--- config.mk ---
export PLATFORM = sky130hd
export DESIGN_NAME = io_input_ctrl
export DESIGN_NICKNAME = d
export VERILOG_FILES = /design/src/rtl/io_input_ctrl.sv
export SDC_FILE = /design/constraint.sdc
export NUM_CORES = 1
export LEC_CHECK = 0
export ABC_AREA = 1
export CORE_MARGIN = 2
export CORE_UTILIZATION = 45
export CTS_BUF_LIST = sky130_fd_sc_hd__clkbuf_4 sky130_fd_sc_hd__clkbuf_8
export CTS_CLUSTER_SIZE = 28
export DETAILED_ROUTE_END_ITERATION = 10
export GPL_TIMING_DRIVEN = 0
export PLACE_DENSITY = 0.95
export SLEW_MARGIN = 40
export SYNTH_ARGS = -nofsm -noshare
export SYNTH_HDL_FRONTEND = slang
export SYNTH_SLANG_ARGS = --single-unit
export TNS_END_PERCENT = 30
--- constraint.sdc ---
create_clock -name clk -period 2.25 [get_ports clk]
set_input_delay 0.225 -clock clk [delete_from_list [all_inputs] [get_ports clk]]
set_output_delay 0.225 -clock clk [all_outputs]
set_load 0.005 [all_outputs]
--- src/rtl/io_input_ctrl.sv ---
`default_nettype none
// ============================================================================
//  Module   : io_input_ctrl
//  Purpose  : Handles user I/O for the KGP_RISC core. A CPU read stalls until
//             a debounced button press captures the switch array. The block
//             also holds the display output register.
//  Revision : 1.0  initial release
// ============================================================================
module io_input_ctrl #(
    parameter int DATA_W     = 32,
    parameter int SW_W       = 5,
    parameter int OUT_W      = 13,
    parameter int DEB_CYCLES = 4
) (
    input  logic              clk,
    input  logic              rst,
    input  logic              rd_req,
    output logic [DATA_W-1:0] rd_data,
    output logic              rd_ack,
    output logic              stall,
    output logic              busy,
    input  logic              button,
    input  logic [SW_W-1:0]   array,
    input  logic              wr_en,
    input  logic [OUT_W-1:0]  wr_data,
    output logic [OUT_W-1:0]  out
);

    localparam int CNT_W = (DEB_CYCLES > 1) ? $clog2(DEB_CYCLES) : 1;
    localparam logic [CNT_W-1:0] C_CNT_MAX = CNT_W'(DEB_CYCLES - 1);

    typedef enum logic [1:0] {
        ST_IDLE       = 2'd0,
        ST_WAIT_REL   = 2'd1,
        ST_WAIT_PRESS = 2'd2,
        ST_ACK        = 2'd3
    } state_t;

    state_t              state_q, state_d;
    logic                btn_s1_q, btn_s2_q;
    logic [SW_W-1:0]     arr_s1_q, arr_s2_q;
    logic                deb_q, deb_d;
    logic                deb_dly_q;
    logic [CNT_W-1:0]    cnt_q, cnt_d;
    logic [DATA_W-1:0]   rd_data_q, rd_data_d;
    logic [OUT_W-1:0]    out_q, out_d;
    logic                w_press;

    assign w_press = deb_q & ~deb_dly_q;

    // Debounce: the level only flips after DEB_CYCLES consecutive differing samples
    always_comb begin
        deb_d = deb_q;
        cnt_d = cnt_q;
        if (btn_s2_q == deb_q) begin
            cnt_d = '0;
        end else if (cnt_q == C_CNT_MAX) begin
            deb_d = btn_s2_q;
            cnt_d = '0;
        end else begin
            cnt_d = cnt_q + CNT_W'(1);
        end
    end

    // Request sequencing; dropping rd_req while waiting aborts without an ack
    always_comb begin
        state_d   = state_q;
        rd_data_d = rd_data_q;
        case (state_q)
            ST_IDLE: begin
                if (rd_req) begin
                    state_d = deb_q ? ST_WAIT_REL : ST_WAIT_PRESS;
                end
            end
            ST_WAIT_REL: begin
                if (!rd_req) begin
                    state_d = ST_IDLE;
                end else if (!deb_q) begin
                    state_d = ST_WAIT_PRESS;
                end
            end
            ST_WAIT_PRESS: begin
                if (!rd_req) begin
                    state_d = ST_IDLE;
                end else if (w_press) begin
                    rd_data_d = DATA_W'(arr_s2_q);
                    state_d   = ST_ACK;
                end
            end
            ST_ACK: begin
                state_d = ST_IDLE;
            end
            default: begin
                state_d = ST_IDLE;
            end
        endcase
    end

    always_comb begin
        out_d = out_q;
        if (wr_en) begin
            out_d = wr_data;
        end
    end

    always_ff @(posedge clk or negedge rst) begin
        if (!rst) begin
            state_q   <= ST_IDLE;
            btn_s1_q  <= 1'b0;
            btn_s2_q  <= 1'b0;
            arr_s1_q  <= '0;
            arr_s2_q  <= '0;
            deb_q     <= 1'b0;
            deb_dly_q <= 1'b0;
            cnt_q     <= '0;
            rd_data_q <= '0;
            out_q     <= '0;
        end else begin
            state_q   <= state_d;
            btn_s1_q  <= button;
            btn_s2_q  <= btn_s1_q;
            arr_s1_q  <= array;
            arr_s2_q  <= arr_s1_q;
            deb_q     <= deb_d;
            deb_dly_q <= deb_q;
            cnt_q     <= cnt_d;
            rd_data_q <= rd_data_d;
            out_q     <= out_d;
        end
    end

    assign rd_data = rd_data_q;
    assign rd_ack  = (state_q == ST_ACK);
    assign busy    = (state_q != ST_IDLE);
    assign stall   = rd_req & ~rd_ack;
    assign out     = out_q;

endmodule
`default_nettype wire
==> results.json <==
{
  "synth_most_common_cell": "dfrtp_1",
  "grt_overflow": 0,
  "yosysTopAreaCellShare_pct": 60.3,
  "cts_tree": "done",
  "layout_setup_ws_ps": 491,
  "timing.setup.tns_ps": 0,
  "synth_area_leaders": "dfrtp_1 60%, buf_4 15%, mux2_1 9.8%, nand2_1 5.0%, nand3_1 2.7%",
  "synthTopCellsByCount": "36 x dfrtp_1, 29 x buf_4, 20 x nand2_1",
  "r2r_slack_ps": 1190,
  "clk_pin_slew_ps": 100,
  "cts_max_path_buffers": 2,
  "critPathMaxFanout": 6,
  "grt_pass1_wl_um": 3930,
  "hpwl_um": 2000,
  "cp.arrival_ps": 1530,
  "seq_area_sq_um": 901,
  "worstRegToRegCells": 6,
  "syn_inst": 126,
  "antenna_found_initial": 0,
  "worst_path_max_delay_cell": "dfrtp_1",
  "syn_to_final_growth_pct": 45.6,
  "routabilityCongestion": 0.710,
  "grt_pass1_vias": 917,
  "post-route-util_pct": 70.1,
  "crit_type": "register to output pin",
  "wl_per_cell_um": 9.80,
  "power_density_mw_per_mm2": 791,
  "cap_violations": 0,
  "rsz0062_at_grt": "no",
  "post-route-drc-count": 0,
  "r2r-end": "rd_data[0]$_DFFE_PN0P_",
  "crit_chain": "nand2_1 -> nand2_1 -> inv_1 -> clkdlybuf4s50_1",
  "routed_via_density": 4.00,
  "yosys.area.top_type": "dfrtp_1",
  "seq_power_share_pct": 48.8,
  "p_int_uw": 1250,
  "ctsResizeCount": 0,
  "setup_violations": 0,
  "status": "completed",
  "pwr-share-comb_pct": 30.0,
  "ys_ff_latch": 36,
  "grtUsageTotal_pct": 15.3,
  "peakVddDrop_v": 0.000508,
  "fillerInstances": 266,
  "swShare_pct": 27.4,
  "multi_input_area_sq_um": 443,
  "drt_wl_total_um": 2440,
  "die_area_sq_mm": 0.00380,
  "skew_ps": 11.0,
  "layout.nets": 228,
  "ioPinCount": 71,
  "core-area_sq_mm": 0.00310,
  "ys_async_sr_fraction_pct": 100,
  "ys_types": 17,
  "cp-start-kind": "register",
  "max_stage_delay_ps": 480,
  "synth_edf_count": 0,
  "ys_seq_area_share_pct": 60.3,
  "p_switching_uw": 472,
  "setup.worst_path.end_class": "output pin",
  "drt_iter0_drc": 3,
  "drtPass1Iterations": 4,
  "p_total_uw": 1720,
  "min_path_type": "input port to asynchronous set/reset pin",
  "drive_above_1_share_pct": 21.5,
  "place_ws_ps": 575,
  "die-height_um": 61.6,
  "synth_area_sq_mm": 0.00149,
  "syn_area_per_cell_sq_um": 11.9,
  "crit_required_ps": 2030,
  "grt_max_degree": 27,
  "clock_sink_count": 36,
  "r2r_start": "deb_q$_DFFE_PN0P_",
  "finalHoldViolations": 0,
  "dr_total_vias": 997,
  "n_antenna_cell": 0,
  "fin_crit_sh_pct": 78.2,
  "crit_top_cell": "nand2_1",
  "ys_warn_count": 0,
  "io_buffers": 43,
  "rows": 20,
  "maxSlewViolCount": 0,
  "cts_inserted_buffers": 5,
  "drtAntennaViolNets": 0,
  "synth_flop_cell": "dfrtp_1",
  "htreeDepth": 2,
  "root_buffer": "clkbuf_4",
  "clock_latency_ps": 330,
  "period_needed_ps": 1760,
  "die_w_um": 61.6,
  "leakagePower_uw": 0.00110,
  "floorplan.initialDensity_pct": 48.1,
  "fmax_ghz": 0.568,
  "clkPwrFrac_pct": 21.2
}
[layout by cell type (no fill, tap or decap), types with 2 or more instances in the layout]
| master | netlist | layout |
|---|---|---|
| buf_4 | 29 | 29 |
| nand3_1 | 8 | 8 |
| clkdlybuf4s50_1 | 0 | 42 |
| mux2_1 | 13 | 13 |
| dfrtp_1 | 36 | 36 |
| nor2_1 | 2 | 2 |
| conb_1 | 1 | 27 |
| clkbuf_4 | 0 | 7 |
| nand2_2 | 2 | 2 |
| inv_1 | 7 | 7 |
| nand2_1 | 20 | 20 |
[stage by stage]
stage	hold slack, ps	std cells	instance area (sq um)
5_1_grt	291	249	2180
2_1_floorplan	-70.6	152	1590
6_report	314	249	2180
3_5_place_dp	130	240	2100
4_1_cts	291	249	2180
3_3_place_gp	333	239	2080
[critical path: cells and delay by family, from the launching register on]
kind / cells / cell delay (ps)
buf+inv: 2 / 540
simple gates: 2 / 190
flops: 1 / 480
[repair_timing]
action,in CTS,in global routing
setup endpoints to repair,0,0
endpoints found under the hold margin,10,0
buffers inserted,0,0
hold buffers,1,0
[per-layer routing]
metal	track usage, %	wire length, um	part of all wire [%]	up-vias
met4	7.29	17	0.70	0
met3	7.14	197	8.1	2
met5	0	0	0	-
met2	24.1	1310	54	45
met1	17.6	913	37	445
li1	-	-	-	505
[power groups by stage]
| stage | sequential (uW) | clock (uW) | combinational, uW |
|---|---|---|---|
| floorplan | 849 | 0 | 255 |
| global placement | 848 | 0 | 493 |
| detailed placement | 858 | 0 | 523 |
| global route | 860 | 427 | 587 |
| finish | 841 | 365 | 516 |
| CTS | 844 | 384 | 526 |
[final cells by class]
cell class              count  share of cell area [%]
multi-input cells          79                    20.4
flip-flops and latches     36                    41.4
plain buffers              29                    10.0
clock buffers               8                    3.05
inverters                   8                    1.38
well taps                  44                    2.53
repair buffers             45                    21.3
[flip-flops by register name, indices dropped and copies added, names as in the netlist, 2 cells and up]
| signal | flops |
|---|---|
| arr_s1_q | 5 |
| arr_s2_q | 5 |
| cnt_q | 2 |
| out | 13 |
| rd_data | 5 |
| state_q | 2 |
[cell families (layout without fill, tap and decap cells)]
logic type / after synthesis / count (layout) / synth area share [%]
buffers and inverters: 37 / 90 / 16.6
and+or+nand+nor: 35 / 35 / 10.6
AOI/OAI and AO/OA: 1 / 1 / 0.335
xor gates and xnor gates: 1 / 1 / 0.586
other: 1 / 27 / 0.251
adders and majority gates: 1 / 1 / 0.837
DFF: 36 / 36 / 60.3
muxes: 14 / 14 / 10.6
[how the worst max path moves through the flow]
stage                                 from                endpoint  cells after the start
floorplan                deb_q$_DFFE_PN0P_  rd_data[0]$_DFFE_PN0P_                      6
global placement                       rst  rd_data[4]$_DFFE_PN0P_                      1
detailed placement                  rd_req                   stall                      4
CTS                 state_q[0]$_DFFE_PN0P_                   stall                      4
global route        state_q[0]$_DFFE_PN0P_                  rd_ack                      3
finish              state_q[0]$_DFFE_PN0P_                   stall                      4
No activity file was read; power rests on OpenSTA's default activity.
